==> src/rtl/blake2_pkg.sv <==
// Shared constants, command encodings and FSM state type for the BLAKE2s host driver.
package blake2_pkg;

    localparam logic [1:0] CMD_CONF = 2'd0;
    localparam logic [1:0] CMD_DATA = 2'd2;

    localparam int unsigned BLOCK_BYTES = 64;
    localparam int unsigned CONF_BYTES  = 10;
    localparam int unsigned MAX_NN      = 32;
    localparam int unsigned MAX_KK      = 32;

    typedef enum logic [2:0] {
        StIdle,
        StConf,
        StKey,
        StData,
        StGap,
        StWait,
        StRead,
        StDone
    } blake2_state_e;

    // CONF beat idx: kk, nn, then the message length little-endian.
    function automatic logic [7:0] conf_byte(input logic [6:0]  kk,
                                             input logic [6:0]  nn,
                                             input logic [63:0] ll,
                                             input logic [3:0]  idx);
        logic [63:0] sh;
        sh = ll >> {idx - 4'd2, 3'b000};
        case (idx)
            4'd0:    return {1'b0, kk};
            4'd1:    return {1'b0, nn};
            default: return sh[7:0];
        endcase
    endfunction

endpackage

==> src/rtl/blake2_host_blk_seq.sv <==
// 64-beat block sequencer: fetches bytes from the source while the remaining count is
// non-zero, then zero-pads the rest of the block.
module blake2_host_blk_seq
    import blake2_pkg::*;
(
    input  logic        clk,
    input  logic        nreset,
    input  logic        load_i,
    input  logic [63:0] load_len_i,
    input  logic        active_i,
    input  logic        msg_v_i,
    input  logic [7:0]  msg_i,
    output logic        msg_ready_o,
    output logic        valid_o,
    output logic [7:0]  data_o,
    output logic        blk_done_o,
    output logic        len_done_o
);

    logic [63:0] rem_d, rem_q;
    logic [6:0]  beat_d, beat_q;
    logic        need, take;

    always_comb begin
        need        = (rem_q != 64'd0);
        msg_ready_o = active_i & need;
        // Padding beats never stall; source beats wait for msg_v_i.
        valid_o     = active_i & (~need | msg_v_i);
        take        = msg_ready_o & msg_v_i;
        data_o      = take ? msg_i : 8'h00;
        blk_done_o  = valid_o & (beat_q == 7'(BLOCK_BYTES - 1));
        len_done_o  = ~need | (take & (rem_q == 64'd1));

        rem_d  = rem_q;
        beat_d = beat_q;
        if (take) begin
            rem_d = rem_q - 64'd1;
        end
        if (valid_o) begin
            beat_d = blk_done_o ? 7'd0 : beat_q + 7'd1;
        end
        if (load_i) begin
            rem_d  = load_len_i;
            beat_d = 7'd0;
        end
    end

    always_ff @(posedge clk or negedge nreset) begin
        if (!nreset) begin
            rem_q  <= 64'd0;
            beat_q <= 7'd0;
        end else begin
            rem_q  <= rem_d;
            beat_q <= beat_d;
        end
    end

endmodule

==> src/rtl/blake2_host_drv.sv <==
// Host-side BLAKE2s pin-protocol driver: CONF, KEY/DATA blocks, inter-block gap, digest read.
// Optional WAIT timeout with err_o is enabled by defining BLAKE2_HOST_TIMEOUT_EN.
module blake2_host_drv
    import blake2_pkg::*;
#(
    parameter int unsigned BLOCK_GAP = 24,
    parameter int unsigned TIMEOUT   = 1024
) (
    input  logic        clk,
    input  logic        nreset,
    input  logic        start_i,
    input  logic [6:0]  kk_i,
    input  logic [6:0]  nn_i,
    input  logic [63:0] ll_i,
    output logic        busy_o,
    input  logic        msg_v_i,
    input  logic [7:0]  msg_i,
    output logic        msg_ready_o,
    output logic        hash_v_o,
    output logic [7:0]  hash_o,
    output logic        hash_last_o,
    output logic        err_o,
    output logic        valid_o,
    output logic [1:0]  cmd_o,
    output logic [7:0]  data_o,
    input  logic        hash_finished_i,
    input  logic [7:0]  hash_i
);

    localparam logic [15:0] GapLast    = 16'(BLOCK_GAP - 1);
    localparam logic [15:0] TimeoutCnt = 16'(TIMEOUT);

    blake2_state_e state_d, state_q;
    logic [6:0]    kk_d, kk_q, nn_d, nn_q, cnt_d, cnt_q, kk_c, nn_c, rd_next;
    logic [63:0]   ll_d, ll_q, seq_len;
    logic [15:0]   gap_d, gap_q;
    logic [7:0]    hb_d, hb_q, seq_data;
    logic          hv_d, hv_q, last_d, last_q;
    logic          seq_load, seq_active, seq_valid, seq_blk_done, seq_len_done;
    logic          last_blk, cap;
`ifdef BLAKE2_HOST_TIMEOUT_EN
    logic          err_d, err_q;
`endif

    blake2_host_blk_seq u_blk_seq (
        .clk         (clk),
        .nreset      (nreset),
        .load_i      (seq_load),
        .load_len_i  (seq_len),
        .active_i    (seq_active),
        .msg_v_i     (msg_v_i),
        .msg_i       (msg_i),
        .msg_ready_o (msg_ready_o),
        .valid_o     (seq_valid),
        .data_o      (seq_data),
        .blk_done_o  (seq_blk_done),
        .len_done_o  (seq_len_done)
    );

    always_comb begin
        state_d    = state_q;
        kk_d       = kk_q;
        nn_d       = nn_q;
        ll_d       = ll_q;
        cnt_d      = cnt_q;
        gap_d      = gap_q;
        hv_d       = 1'b0;
        hb_d       = 8'h00;
        last_d     = 1'b0;
        seq_load   = 1'b0;
        seq_len    = ll_q;
        seq_active = 1'b0;
        valid_o    = 1'b0;
        cmd_o      = 2'd0;
        data_o     = 8'h00;
        last_blk   = 1'b0;
        cap        = 1'b0;
        rd_next    = cnt_q + 7'd1;
`ifdef BLAKE2_HOST_TIMEOUT_EN
        err_d      = err_q;
`endif
        kk_c = (kk_i > 7'(MAX_KK)) ? 7'(MAX_KK) : kk_i;
        nn_c = (nn_i == 7'd0) ? 7'd1 : ((nn_i > 7'(MAX_NN)) ? 7'(MAX_NN) : nn_i);

        unique case (state_q)
            StIdle: begin
                if (start_i) begin
                    kk_d     = kk_c;
                    nn_d     = nn_c;
                    ll_d     = ll_i;
                    cnt_d    = 7'd0;
                    seq_load = 1'b1;
                    seq_len  = (kk_c != 7'd0) ? {57'd0, kk_c} : ll_i;
                    state_d  = StConf;
`ifdef BLAKE2_HOST_TIMEOUT_EN
                    err_d    = 1'b0;
`endif
                end
            end
            StConf: begin
                valid_o = 1'b1;
                cmd_o   = CMD_CONF;
                data_o  = conf_byte(kk_q, nn_q, ll_q, cnt_q[3:0]);
                if (cnt_q == 7'(CONF_BYTES - 1)) begin
                    cnt_d   = 7'd0;
                    state_d = (kk_q != 7'd0) ? StKey : StData;
                end else begin
                    cnt_d = cnt_q + 7'd1;
                end
            end
            StKey, StData: begin
                seq_active = 1'b1;
                valid_o    = seq_valid;
                cmd_o      = seq_valid ? CMD_DATA : 2'd0;
                data_o     = seq_data;
                if (seq_blk_done) begin
                    // The key block hands the sequencer over to the message length.
                    if (state_q == StKey) begin
                        seq_load = 1'b1;
                        last_blk = (ll_q == 64'd0);
                    end else begin
                        last_blk = seq_len_done;
                    end
                    state_d = last_blk ? StWait : StGap;
                    gap_d   = last_blk ? 16'd1 : 16'd0;
                end
            end
            StGap: begin
                gap_d = gap_q + 16'd1;
                if (gap_q == GapLast) begin
                    gap_d   = 16'd0;
                    state_d = StData;
                end
            end
            StWait: begin
                if (gap_q != TimeoutCnt) begin
                    gap_d = gap_q + 16'd1;
                end
                cap = hash_finished_i;
`ifdef BLAKE2_HOST_TIMEOUT_EN
                if (!hash_finished_i && gap_q == TimeoutCnt - 16'd1) begin
                    err_d   = 1'b1;
                    state_d = StIdle;
                end
`endif
            end
            StRead: begin
                cap = hash_finished_i;
                if (!hash_finished_i) begin
                    state_d = StIdle;
                end
            end
            StDone:  state_d = StIdle;
            default: state_d = StIdle;
        endcase

        if (cap) begin
            hv_d    = 1'b1;
            hb_d    = hash_i;
            cnt_d   = rd_next;
            last_d  = (rd_next == nn_q);
            state_d = last_d ? StDone : StRead;
        end
    end

    always_ff @(posedge clk or negedge nreset) begin
        if (!nreset) begin
            state_q <= StIdle;
            kk_q    <= 7'd0;
            nn_q    <= 7'd0;
            ll_q    <= 64'd0;
            cnt_q   <= 7'd0;
            gap_q   <= 16'd0;
            hv_q    <= 1'b0;
            hb_q    <= 8'h00;
            last_q  <= 1'b0;
        end else begin
            state_q <= state_d;
            kk_q    <= kk_d;
            nn_q    <= nn_d;
            ll_q    <= ll_d;
            cnt_q   <= cnt_d;
            gap_q   <= gap_d;
            hv_q    <= hv_d;
            hb_q    <= hb_d;
            last_q  <= last_d;
        end
    end

`ifdef BLAKE2_HOST_TIMEOUT_EN
    always_ff @(posedge clk or negedge nreset) begin
        if (!nreset) begin
            err_q <= 1'b0;
        end else begin
            err_q <= err_d;
        end
    end
    assign err_o = err_q;
`else
    assign err_o = 1'b0;
`endif

    assign busy_o   = (state_q != StIdle);
    assign hash_v_o = hv_q;
    assign hash_o   = hb_q;
    // An early drop of hash_finished_i makes the byte already on hash_o the last one.
    assign hash_last_o = hv_q & (last_q | ((state_q == StRead) & ~hash_finished_i));

endmodule
==> config.mk <==
export PLATFORM = sky130hd
export DESIGN_NAME = blake2_host_drv
export DESIGN_NICKNAME = d
export VERILOG_FILES = /design/src/rtl/blake2_pkg.sv /design/src/rtl/blake2_host_blk_seq.sv /design/src/rtl/blake2_host_drv.sv
export SDC_FILE = /design/constraint.sdc
export NUM_CORES = 1
export LEC_CHECK = 0
export CAP_MARGIN = 5
export CORE_MARGIN = 2
export CORE_UTILIZATION = 70
export DETAILED_ROUTE_END_ITERATION = 10
export DONT_BUFFER_PORTS = 1
export PLACE_DENSITY = 0.95
export SYNTH_ARGS = -nofsm -noshare
export SYNTH_HDL_FRONTEND = slang
export SYNTH_SLANG_ARGS = --single-unit
==> constraint.sdc <==
create_clock -name clk -period 6.31 [get_ports clk]
set_clock_uncertainty 0.2 [all_clocks]
set_input_delay 1.262 -clock clk [delete_from_list [all_inputs] [get_ports clk]]
set_output_delay 1.262 -clock clk [all_outputs]
set_load 0.1 [all_outputs]
# == Yosys cells after proc, flatten, opt, wreduce, memory -nomap -nowiden ==
# Index checks and enable logic that the tools add are counted.
# word_totals
reg_bits,185
latch_bits,0
ramBits,0
mem_bits_ro,0
out_inout_bits,24
elab_cells,119
mem_count,0
# op_classes
n_addsub,5
n_mul,0
div_mod_pow,0
order_cmp,2
n_eq_ne,21
n_shift,1
mux,48
n_bitwise,12
n_reduce_logical,19
# ops
op,count
$mux 64,5
$eq 64x1->1 const B,1
$logic_not 64->1,1
$reduce_bool 64->1,1
$shr 64x7->8,1
$sub 64x1->64 const B,1
$mux 7,9
$mux 16,3
$pmux 16 s3,1
$pmux 8 s2,2
$reduce_bool 7->1,3
$mux 3,6
$pmux 3 s6,1
$add 16x1->16 const B,1
$eq 16x5->1 const B,1
$mux 8,2
$ne 16x11->1 const B,1
$ne 3x3->1 const B,5
$add 7x1->7 const B,2
$gt 7x6->1 const B,2
$mux 1,14
$pmux 7 s2,1
$eq 3x3->1 const B,4
$reduce_bool 3->1,3
other kinds (21),37

# == Logic depth before layout (Yosys ltp) ==
# Gate-level depths: netlist of run 1.
# logic_depth
word_depth,14
ltp_mapped,11

# == By module ==
# Synthesis of run 1 repeated with hierarchy kept, for this count alone.
# unflattened
hier_cells,1357
area_unflattened_um2,11258.3
# by_module_without_submodules
module,instances,cells_per_inst,area_each_um2,seq_area_each_um2
blake2_host_drv,1,822,6707.7,2852.7
blake2_host_blk_seq,1,535,4550.6,1776.7

# == Worst setup path after synthesis of run 1 ==
# Ideal clock, no wire load.
# synth_path
kind,reg-to-output
start,reg cnt_q[1]
end,out data_o[7]
arrival_time_ps,4185
slack_ps,663
stages_incl_launch_ff,11
n_path_buf,3
path_cell_list,dfrtp_1 clkbuf_1 clkbuf_1 inv_1 ha_1 clkbuf_1 nor2_1 nor2_1 nor3_1 a21oi_1 o31ai_1
# synth_via
elab_chain_len,4
# synth_lines
element,line,rtl
from (decl),blake2_host_drv.sv:34,"logic [6:0] kk_d, kk_q, nn_d, nn_q, cnt_d, cnt_q, kk_c, nn_c, rd_next;"
from (signal assigned),blake2_host_drv.sv:182,cnt_q <= cnt_d;
$sub 4x2->4,blake2_pkg.sv:29,"sh = ll >> {idx - 4'd2, 3'b000};"
$shr 64x7->8,blake2_pkg.sv:29,
$pmux 8 s2 (*),blake2_pkg.sv:30,case (idx)
$pmux 8 s2 (*),blake2_host_drv.sv:85,unique case (state_q)
to (decl),blake2_host_drv.sv:25,"output logic [7:0] data_o,"
# Mark *: on every way between the ends. The rest lies on a longest branch, timed or not.

# == Worst setup path after layout of run 1 ==
# layout_path
start,reg u_blk_seq.rem_q[27]
end,out valid_o
# layout_via
elab_chain_len,5
# layout_lines
element,line,rtl
from (decl),blake2_host_blk_seq.sv:20,"logic [63:0] rem_d, rem_q;"
from (signal assigned),blake2_host_blk_seq.sv:53,rem_q <= rem_d;
$reduce_bool 64->1,blake2_host_blk_seq.sv:25,need = (rem_q != 64'd0);
$not 1->1,blake2_host_blk_seq.sv:28,valid_o = active_i & (~need | msg_v_i);
$or 1x1->1,blake2_host_blk_seq.sv:28,
$and 1x1->1,blake2_host_blk_seq.sv:28,
$pmux 1 s2,blake2_host_drv.sv:85,
to (decl),blake2_host_drv.sv:23,"output logic valid_o,"
# Every way passes these cells.

==> results.md, run 1 <==
* Status: finished, final reports clean
* Synth area leaders: dfrtp_1 (42%), nand2_1 (8.9%), a221oi_2 (5.5%), a21oi_1 (3.8%), mux4_2 (3.2%)
* Post_cts resized at 0
* Total gr overflow at 0
* Max VDD drop at roughly 0.00034 V
* Final Hold Fails at 0
* Post-synthesis sequential area ratio at about two fifths
* Worst Setup End Kind: output pin
* Worst path max stage delay at between 0.7 and 0.8 ns
* Die Area at about 17000 um^2
* Ys async rst share at 100%
* Vias in the first global route at 9518
* Synth Flop Type: dfrtp_1
* Post CTS Setup Buffer Count at 0
* Critical path, cell by cell: nor3_1 > nand2_1 > nor4_4 > a21o_1 > nand2_1 > nand2_1
* Core area at about 16000 um^2
* DRT Wirelength at 33800 um
* Skew-Pair Late Insertion Delay at between 0.4 and 0.5 ns
* Leakage power at 4.77 nW
* Pwr dens at 497 nW/um^2
* Worst slew margin at 17.1%
* Startpoint types: register
* Sw frac at 46.1%
* Total GRT Usage at approximately two fifths
* Placed Instance Area at between 10000 and 15000 um^2
* Delay-heaviest family, CP: simple AND/OR/NAND/NOR gates
* Synth unique cells at 65
* Drt drc at 0
* Synth Warn # at 0
* DR vias/cell at roughly 7.3
* Worst Path Max Fanout at 8
* Max_cap viols at 0
* Avg WL per Cell at between 20 and 25 um
* Clock share of power at 18.9%
* #FFs+latches synth at between 150 and 200
* Cell mode on critical path: nand2_1
* Area Overhead vs Synth at 5.93%
* Total number of vias at 10.2k
* Psw at 2.70 mW
* RSZ-0062 raised after global routing: no
* Slew @ Worst Pin at between 1 and 1.5 ns
* Min Tclk post-route at slightly above 5 ns
* Initial Util at 70.7%
* Nets at 1275
* Worst endpoint data arrival time at 3.70 ns
* Max Clock Freq at approximately 190 MHz
* Routed Antenna Nets at 0
* Global-route wire length before repair at just over 50000 um
* Comb pwr share at a little under two fifths
* CTS tree: built
* Power Internal at ~3.2 mW
* Antenna fix cells at 0
* Post-Syn Area at ~11000 um^2
* DR iter-0 viols at around 1.5k
* Final Cycle Share at roughly four fifths
* Slowest CP cell: nor3_1
* DP HPWL at 23200 um
* Worst EP required at just under 5 ns
* Average size of a mapped cell at between 9 and 10 um^2
* Gp weighted congestion at 1.01
* Input/output buffers at 0
* H-Tree Depth at 4
* Mapped Cells at approximately 1.2k
* Worst-path clk slew at 0.07 ns
* Setup violators final at 0
* Buffers & Inverters on Critical Path at 0
* Number of flops mapped to enable cells by yosys at 0
* Largest net degree at the start of global routing at 186
* Share of layout cells above drive strength 1 at about 11%
* Die Span X at ~130 um
* Worst Hold Class: in -> async
* Site Rows at 46
* Clock sinks at 185
* Sequential power share at 43.1%
* CTS Hold Bufs at 0
* Top-area cell type share of the netlist area at 41.7%
* Largest area contributor in the netlist: dfrtp_1
* IO Count at roughly 120
* Num CTS Buffers at 17
* Max-slew violations at 0
* Root Driver: clkbuf_16
* Pre-antenna DRT Iters at 8
* Setup TNS at 0 ns
* Fin area at 11800 um^2
* Initial antenna violation count at 1
* Crit Path Class: reg -> out
* DIE HEIGHT at around 130 um
* CTS max path bufs at 2
==> layout by cell type (no fill, tap or decap), types with 34 or more instances in the layout <==
cell type / instances
nand2_1: 261
dfrtp_1: 185
a21oi_1: 83
nor4_1: 45
o21ai_0: 44
xnor2_1: 41
a221oi_2: 41
nor2_1: 40
nor3_1: 34
nand3_1: 34
==> cells in the mapped netlist (4+ instances only) <==
library cell  number
a2111oi_1          4
nand3_1           34
nor3_1            34
nand4_1           15
or4_1             22
and4_1             5
nand2b_1           5
or2_2              4
buf_1              5
a22oi_1            7
mux2i_1           12
nor2_1            40
o21ai_0           44
a221oi_2          41
o22ai_1           12
or3_1             20
and2_1            12
a221oi_1          16
o31ai_1           16
dfrtp_1          185
a22o_1             7
and3_1             8
mux4_2            16
a211oi_1          10
ha_1              10
nor4_2             5
buf_2             12
buf_6              7
o211ai_1           7
xor2_1            22
a31oi_1           10
nand2_1          262
clkbuf_1          51
inv_1             22
o41ai_1            8
xnor2_1           41
a21oi_1           84
nor4_1            45
a21boi_0           5
==> power groups by stage <==
stage          combinational (mW)  sequential (mW)  clock, mW
4_1_cts                      2.19             2.46       1.10
6_report                     2.23             2.52       1.11
5_1_grt                      2.41             2.55       1.15
2_1_floorplan                1.82             2.18          0
3_3_place_gp                 2.07             2.43          0
3_5_place_dp                 2.15             2.47          0
==> routing by layer <==
layer | vias up | share of wire, % | wire length (um) | global-route usage, %
met1 | 4912 | 36 | 12100 | 50.8
met5 | - | 0 | 0 | 0
met3 | 163 | 13 | 4500 | 14.9
li1 | 4394 | - | - | -
met2 | 773 | 45 | 15300 | 60.9
met4 | 0 | 5.6 | 1910 | 22.5
==> stage by stage <==
stage | total power [mW] | hold slack [ns] | util (%) | worst slack, ns | instances
floorplan | 3.99 | 0.253 | - | 0.663 | 1210
global placement | 4.50 | 0.297 | 71.1 | 1.93 | 1362
detailed placement | 4.62 | 0.303 | 71.1 | 1.82 | 1362
CTS | 5.75 | 0.302 | 74.9 | 1.29 | 1393
global route | 6.12 | 0.295 | 74.9 | 0.986 | 1394
finish | 5.85 | 0.307 | 74.9 | 1.15 | 1394
==> cell type report <==
cell class	count	area, um^2
inverters	22	82.6
flip-flops and latches	185	4630
multi-input cells	926	6070
repair buffers	14	118
clock buffers	22	484
fillers	1064	3940
clock inverters	9	113
well taps	216	270
==> flip-flops by register name, indices dropped and copies added, names as in the netlist <==
signal and cells:
state_q 3, last_q 1, kk_q 7, hash_o 8
nn_q 7, hash_v_o 1, u_blk_seq.rem_q 64, ll_q 64
cnt_q 7, gap_q 16, u_blk_seq.beat_q 7
==> logic make-up (layout without fill, tap and decap cells) <==
family	count (synthesis)	count (layout)	share of synthesized area, %
adder cells (fa/ha/maj)	10	10	1.13
AND/OR/NAND/NOR	529	529	23.5
buffers and inverters	99	67	4.02
flip-flops	185	185	41.7
other	1	2	0.0338
XOR/XNOR	64	64	5.17
AO/OA/AOI/OAI	290	290	19.9
multiplexers	31	31	4.63
==> final timing paths <==
path / startpoint / end / slack (ns) / depth (start not counted)
max: u_blk_seq.rem_q[27] / valid_o / 1.15 / 6
min: nreset / ll_q[21] / 0.31 / 0
max reg2reg: u_blk_seq.rem_q[27] / gap_q[10] / 2.24 / 8
min reg2reg: kk_q[0] / kk_q[0] / 0.33 / 2
max in group asynchronous: nreset / ll_q[60] / 5.37 / 0
min in group clk: kk_q[0] / kk_q[0] / 0.33 / 2
No activity file was read; power rests on OpenSTA's default activity.
==> run 2, diff against run 1 <==
--- a/config.mk
+++ b/config.mk
@@ -7,10 +7,10 @@
 export LEC_CHECK = 0
 export CAP_MARGIN = 5
 export CORE_MARGIN = 2
-export CORE_UTILIZATION = 70
+export CORE_UTILIZATION = 58
 export DETAILED_ROUTE_END_ITERATION = 10
 export DONT_BUFFER_PORTS = 1
-export PLACE_DENSITY = 0.95
+export PLACE_DENSITY = 0.86
 export SYNTH_ARGS = -nofsm -noshare
 export SYNTH_HDL_FRONTEND = slang
 export SYNTH_SLANG_ARGS = --single-unit
==> constraint.sdc (replaced) <==
create_clock -name clk -period 4.6 [get_ports clk]
set_clock_uncertainty 0.2 [all_clocks]
set_input_delay 0.92 -clock clk [delete_from_list [all_inputs] [get_ports clk]]
set_output_delay 0.92 -clock clk [all_outputs]
set_load 0.1 [all_outputs]
==> results.md, run 2 (same netlist as run 1, synthesis figures left out) <==
* H-Tree Depth at 4
* Buffers & Inverters on Critical Path at 3
* DR vias/cell at 7.06
* Max-slew violations at 0
* Worst Path Max Fanout at 17
* Pre-antenna DRT Iters at 8
* Core area at 18800 um^2
* Vias in the first global route at between 9k and 10k
* DIE HEIGHT at ~140 um
* Min Hold Slack at -0.0171 ns
* Max_cap viols at 0
* Sequential power share at about two fifths
* Drt drc at 0
* CP startpoint: u_blk_seq.rem_q[32]
* Status: complete, but fails checks
* Nets at around 1.3k
* Die Area at slightly above 20000 um^2
* Root Driver: clkbuf_16
* Total gr overflow at 0
* Power Internal at approximately 4.4 mW
* Area Overhead vs Synth at 8.57%
* Initial Util at approximately 60%
* Die Span X at roughly 140 um
* Most common cell after layout, fill and taps aside: nand2_1
* Antenna fix cells at 0
* Setup violators final at 0
* Worst path max stage delay at 0.55 ns
* Worst endpoint data arrival time at roughly 3.2 ns
* Reg2reg start: u_blk_seq.rem_q[32]
* Clock sinks at 185
* Reg-to-reg endpoint: u_blk_seq.rem_q[42]
* R2r setup slk at 1.00 ns
* DR iter-0 viols at approximately 1.3k
* Input/output buffers at 0
* Clock share of power at between 10% and 20%
* Comb pwr share at between 40% and 50%
* RSZ-0062 raised after global routing: no
* Failing checks: hold timing
* Site Rows at 50
* Min Tclk post-route at between 4 and 5 ns
* Setup TNS at 0 ns
* Sw frac at between 40 and 50%
* Share of layout cells above drive strength 1 at 12.2%
* CTS max path bufs at 2
* Psw at approximately 3.7 mW
* Largest net degree at the start of global routing at between 150 and 200
* IO Count at ~120
* Max VDD drop at 0.000346 V
* Pwr dens at 676 nW/um^2
* Final Cycle Share at between 90% and 100%
* Num CTS Buffers at 17
* Worst-path clk slew at ~0.07 ns
* CTS tree: built
* Power, Total at 8.15 mW
* Top Registers: ll_q: 64 flops, u_blk_seq.rem_q: 64 flops, gap_q: 16 flops
* Slowest CP cell: nor4_2
* Worst EP required at around 3.5 ns
* DRT Wirelength at 33200 um
* Most frequent cells in the layout: nand2_1 (261), dfrtp_1 (185), a21oi_1 (83), nor4_1 (45), o21ai_0 (44)
* DP HPWL at 23600 um
* Crit Path Class: reg -> out
* FF-to-FF path depth at 7
* Leakage power at around 4.9 nW
* Avg WL per Cell at roughly 23 um
* Routed Antenna Nets at 0
* Cell mode on critical path: buf_4
* Final Hold Fails at 6
* Worst Setup End Kind: output pin
* Skew-Pair Late Insertion Delay at approximately 0.44 ns
* Worst Hold Class: in -> async
* Total GRT Usage at between 30% and 40%
* Filler instances at around 1.5k
* Worst slew margin at between 10% and 20%
* Delay-heaviest family, CP: simple AND/OR/NAND/NOR gates
* Critical path, cell by cell: nor4_2 > nand4_2 > nor4_4 > buf_4 > a21o_1 > nand2_1 > inv_1 > buf_4
* Startpoint types: register
* Global-route wire length before repair at slightly above 50000 um
* Initial antenna violation count at 0
* Total number of vias at between 10k and 15k
* Gp weighted congestion at 0.973
* Max Clock Freq at ~230 MHz
* Slew @ Worst Pin at 1.26 ns
## run 2: cell types whose count changed in the layout (fill, tap and decap cells not counted), sizes merged
cell      delta
buf         +19
clkbuf       -2
clkinv       +1
clkinvlp     +1
inv          +1
## run 2: repair_timing
item | 4_1_cts | 5_1_grt
hold endpoints to repair | 185 | 150
setup buffers | 0 | 0
gates resized for setup | 0 | 0
## run 2: how the worst max path moves through the flow
stage	endpoint	slack [ns]	cells past startpoint
floorplan	data_o[7]	0.17	10
CTS	cmd_o[1]	0.39	8
finish	cmd_o[1]	0.32	8
global placement	cmd_o[1]	0.96	8
detailed placement	cmd_o[1]	0.88	8
global route	cmd_o[1]	0.17	8
## run 2: routing by layer
layer  track usage, %  up-vias  share of wire, %
met5                0        -                 0
met4             14.0        0               4.7
met3             12.4      142                13
met2             49.1      680                44
met1             43.8     4845                38
li1                 -     4437                 -
## run 2: final cells by class
| class | count | area (um^2) | area share, % |
|---|---|---|---|
| timing repair buffer | 33 | 398 | 3.30 |
| clock inverter | 12 | 140 | 1.16 |
| multi-input combinational | 926 | 6070 | 50.3 |
| sequential | 185 | 4630 | 38.4 |
| tap | 234 | 293 | 2.43 |
| clock buffer | 20 | 447 | 3.70 |
| inverter | 22 | 82.6 | 0.685 |
## run 2: per-stage QoR
step                utilization (%)  instances  hold slack (ns)  setup WS (ns)  area (um^2)
floorplan                         -       1210            0.253          0.165        11100
global placement               61.1       1400            0.292          0.961        11500
detailed placement             61.1       1400            0.296          0.883        11500
CTS                            64.3       1432          -0.0284          0.390        12100
global route                   64.3       1432          -0.0429          0.172        12100
finish                         64.3       1432          -0.0171          0.320        12100
## run 2: power by group through the flow
stage,sequential [mW],clock (mW),combinational [mW]
finish,3.39,1.49,3.26
floorplan,2.99,0,2.49
CTS,3.33,1.49,3.20
global route,3.45,1.58,3.51
detailed placement,3.34,0,3.18
global placement,3.30,0,3.08
==> run 3, diff against run 2 <==
--- a/config.mk
+++ b/config.mk
@@ -6,11 +6,11 @@
 export NUM_CORES = 1
 export LEC_CHECK = 0
 export CAP_MARGIN = 5
-export CORE_MARGIN = 2
 export CORE_UTILIZATION = 58
 export DETAILED_ROUTE_END_ITERATION = 10
 export DONT_BUFFER_PORTS = 1
 export PLACE_DENSITY = 0.86
 export SYNTH_ARGS = -nofsm -noshare
 export SYNTH_HDL_FRONTEND = slang
+export SYNTH_HIERARCHICAL = 1
 export SYNTH_SLANG_ARGS = --single-unit
==> results.md, run 3 <==
* DR iter-0 viols at 1365
* Worst path max stage delay at 0.64 ns
* DIE HEIGHT at around 140 um
* Drt drc at 0
* Power, Total at between 3 and 4 mW
* Min Hold Slack at -0.0306 ns
* Post-synthesis mux area share at approximately 4.5%
* Area Overhead vs Synth at 7.76%
* Area fraction in compound gates after synthesis at 13.8%
* H-Tree Depth at 4
* Largest net degree at the start of global routing at 186
* Slew @ Worst Pin at approximately 1.1 ns
* Placed Instance Area at around 12000 um^2
* Max_cap viols at 0
* Cell mode on critical path: nand2_1
* Initial antenna violation count at 0
* Synth unique cells at 83
* Buffers & Inverters on Critical Path at 2
* CTS max path bufs at 2
* Most frequent cells in the layout: nand2_1 (402), dfrtp_1 (185), o21ai_0 (55), nor2_1 (50), nand3_1 (48)
* Post-Place Setup Slack at 0.533 ns
* Num CTS Buffers at 17
* Post CTS Setup Buffer Count at 0
* Delay-heaviest family, CP: simple AND/OR/NAND/NOR gates
* Worst Setup End Kind: output pin
* Pwr dens at about 260 nW/um^2
* Min Tclk post-route at approximately 4.4 ns
* Most common cell after layout, fill and taps aside: nand2_1
* Worst Hold Class: in -> async
* Simple-Gate Fraction of Synth Area at 32.1%
* DP HPWL at about 23000 um
* Clock sinks at about 190
* Synth area leaders: dfrtp_1 (41%), nand2_1 (13%), mux4_2 (3.2%), o21ai_0 (2.4%), nor4_1 (2.4%)
* Number of flops mapped to enable cells by yosys at 0
* Root Driver: clkbuf_16
* Share of layout cells above drive strength 1 at a little under a tenth
* Total GRT Usage at 33.9%
* Nets at approximately 1.4k
* DRT Wirelength at about 33000 um
* CTS tree: built
* Startpoint types: register
* Max Clock Freq at around 230 MHz
* Die Span X at about 140 um
* Synth Warn # at 6
* Vias in the first global route at about 10k
* Crit Path Class: reg -> out
* Worst EP required at ~3.5 ns
* Fin area at around 12000 um^2
* Worst Path Max Fanout at 7
* Routed Antenna Nets at 0
* #FFs+latches synth at between 150 and 200
* Critical path, cell by cell: or4_1 > or3_1 > nor4_4 > a21o_1 > nand2_1 > inv_1 > nand2_1 > a21oi_2 > buf_12
* Top-area cell type share of the netlist area at roughly two fifths
* Ys async rst share at 100%
* Mapped Cells at about 1.4k
* Most frequent cell after synthesis: nand2_1
* Pre-antenna DRT Iters at 6
* Leakage power at 5.75 nW
* Setup TNS at 0 ns
* Slowest CP cell: or4_1
* RSZ-0062 raised after global routing: no
* Setup violators final at 0
* Initial Util at just under 60%
* Post-synthesis sequential area ratio at approximately two fifths
* Synth Area in XOR/XNOR at under 10%
* Worst endpoint data arrival time at 3.27 ns
* Status: complete, but fails checks
* Max VDD drop at about 0.00017 V
* Largest family of logic cells by synthesized area: simple AND/OR/NAND/NOR gates
* Worst slew margin at between 20% and 30%
* Avg WL per Cell at approximately 21 um
* Adder-Cell Fraction of Synth Area at under 10%
* IO Count at around 120
* Site Rows at 50
* Global-route wire length before repair at roughly 53000 um
* Total gr overflow at 0
* R2r setup slk at roughly 0.48 ns
* Max-slew violations at 0
* Top Registers: ll_q: 64 flops, u_blk_seq/rem_q: 64 flops, gap_q: 16 flops
* Total number of vias at 10.7k
* Worst-path clk slew at 0.08 ns
* Synth Flop Type: dfrtp_1
* Final Cycle Share at roughly 96%
* Die Area at roughly 20000 um^2
* Synth cell count leaders: nand2_1 (403), dfrtp_1 (185), o21ai_0 (55)
* Antenna fix cells at 0
* Post-Syn Area at 11300 um^2
* Largest area contributor in the netlist: dfrtp_1
* Input/output buffers at 0
* Final Hold Fails at between 150 and 200
* Average size of a mapped cell at 8.30 um^2
* Gp weighted congestion at ~0.95
* Failing checks: hold timing
* Core area at about 19000 um^2
* Worst Slack Setup Final at between 0.2 and 0.25 ns
* Skew-Pair Late Insertion Delay at ~0.45 ns
* DR vias/cell at 6.70
==> run 3: cell count changes after synthesis, sizes merged, moves of 10 or more <==
cell / change
nand2: +142
nand3: +15
a21oi: -46
nor2: +11
xnor2: -18
a22oi: +10
a31oi: +12
or3: +15
and2: +14
nor2b: +10
a221oi: -57
o21ai: +16
==> run 3: worst register-to-register path, delay by kind of cell, from the launching register on <==
family,cells,cell delay (ns)
flops,1,0.40
simple gates,9,2.48
buf+inv,1,0.32
compound gates,3,0.59
==> run 3: power breakdown <==
part,internal [mW],leakage (nW),switching (mW),total [mW]
combinational,0.0110,2.94,0.0227,0.0338
clock,0.732,0.282,0.715,1.45
sequential,1.63,2.53,0.00294,1.63
total,2.37,5.75,0.740,3.11
==> run 3: cells by family (layout without fill, tap and decap cells) <==
kind of cell	Yosys count	after routing
compound gates	230	230
xor+xnor	36	36
fa+ha+maj	10	10
buf+inv	110	88
flops	185	185
mux	30	30
other cells	1	2
simple gates	755	755
==> run 3: layer usage <==
layer	global-route usage (%)	share of wire (%)
met4	19.1	5.8
met3	8.17	10
met2	54.5	46
met1	42.3	38
met5	0	0
==> run 3: path summary, 6_finish.rpt <==
path,start,end,depth (start not counted)
max,u_blk_seq/rem_q[41],valid_o,9
min,nreset,ll_q[49],0
max reg2reg,u_blk_seq/rem_q[41],u_blk_seq/rem_q[59],13
min reg2reg,ll_q[36],ll_q[36],2
max in group asynchronous,nreset,ll_q[23],0
min in group clk,ll_q[36],ll_q[36],2
==> run 3: cell type report <==
class,instances,area [um^2]
Clock buffer,18,439
Clock inverter,14,124
Fill cell,1489,6760
Inverter,27,101
Multi-Input combinational cell,1063,6160
Sequential cell,185,4630
Tap cell,260,325
Timing Repair Buffer,29,355
==> run 3: per-stage QoR <==
step | hold slack [ns] | cells | utilization (%)
2_1_floorplan | 0.269 | 1358 | -
3_3_place_gp | 0.293 | 1564 | 61.2
3_5_place_dp | 0.303 | 1564 | 61.2
4_1_cts | -0.0404 | 1596 | 64.2
5_1_grt | -0.0474 | 1596 | 64.2
6_report | -0.0306 | 1596 | 64.2
==> run 3: timing repair <==
| item | 4_1_cts | 5_1_grt |
|---|---|---|
| gates resized for setup | 0 | 2 |
| setup endpoints to repair | 0 | 9 |
| endpoints found under the hold margin | 185 | 185 |
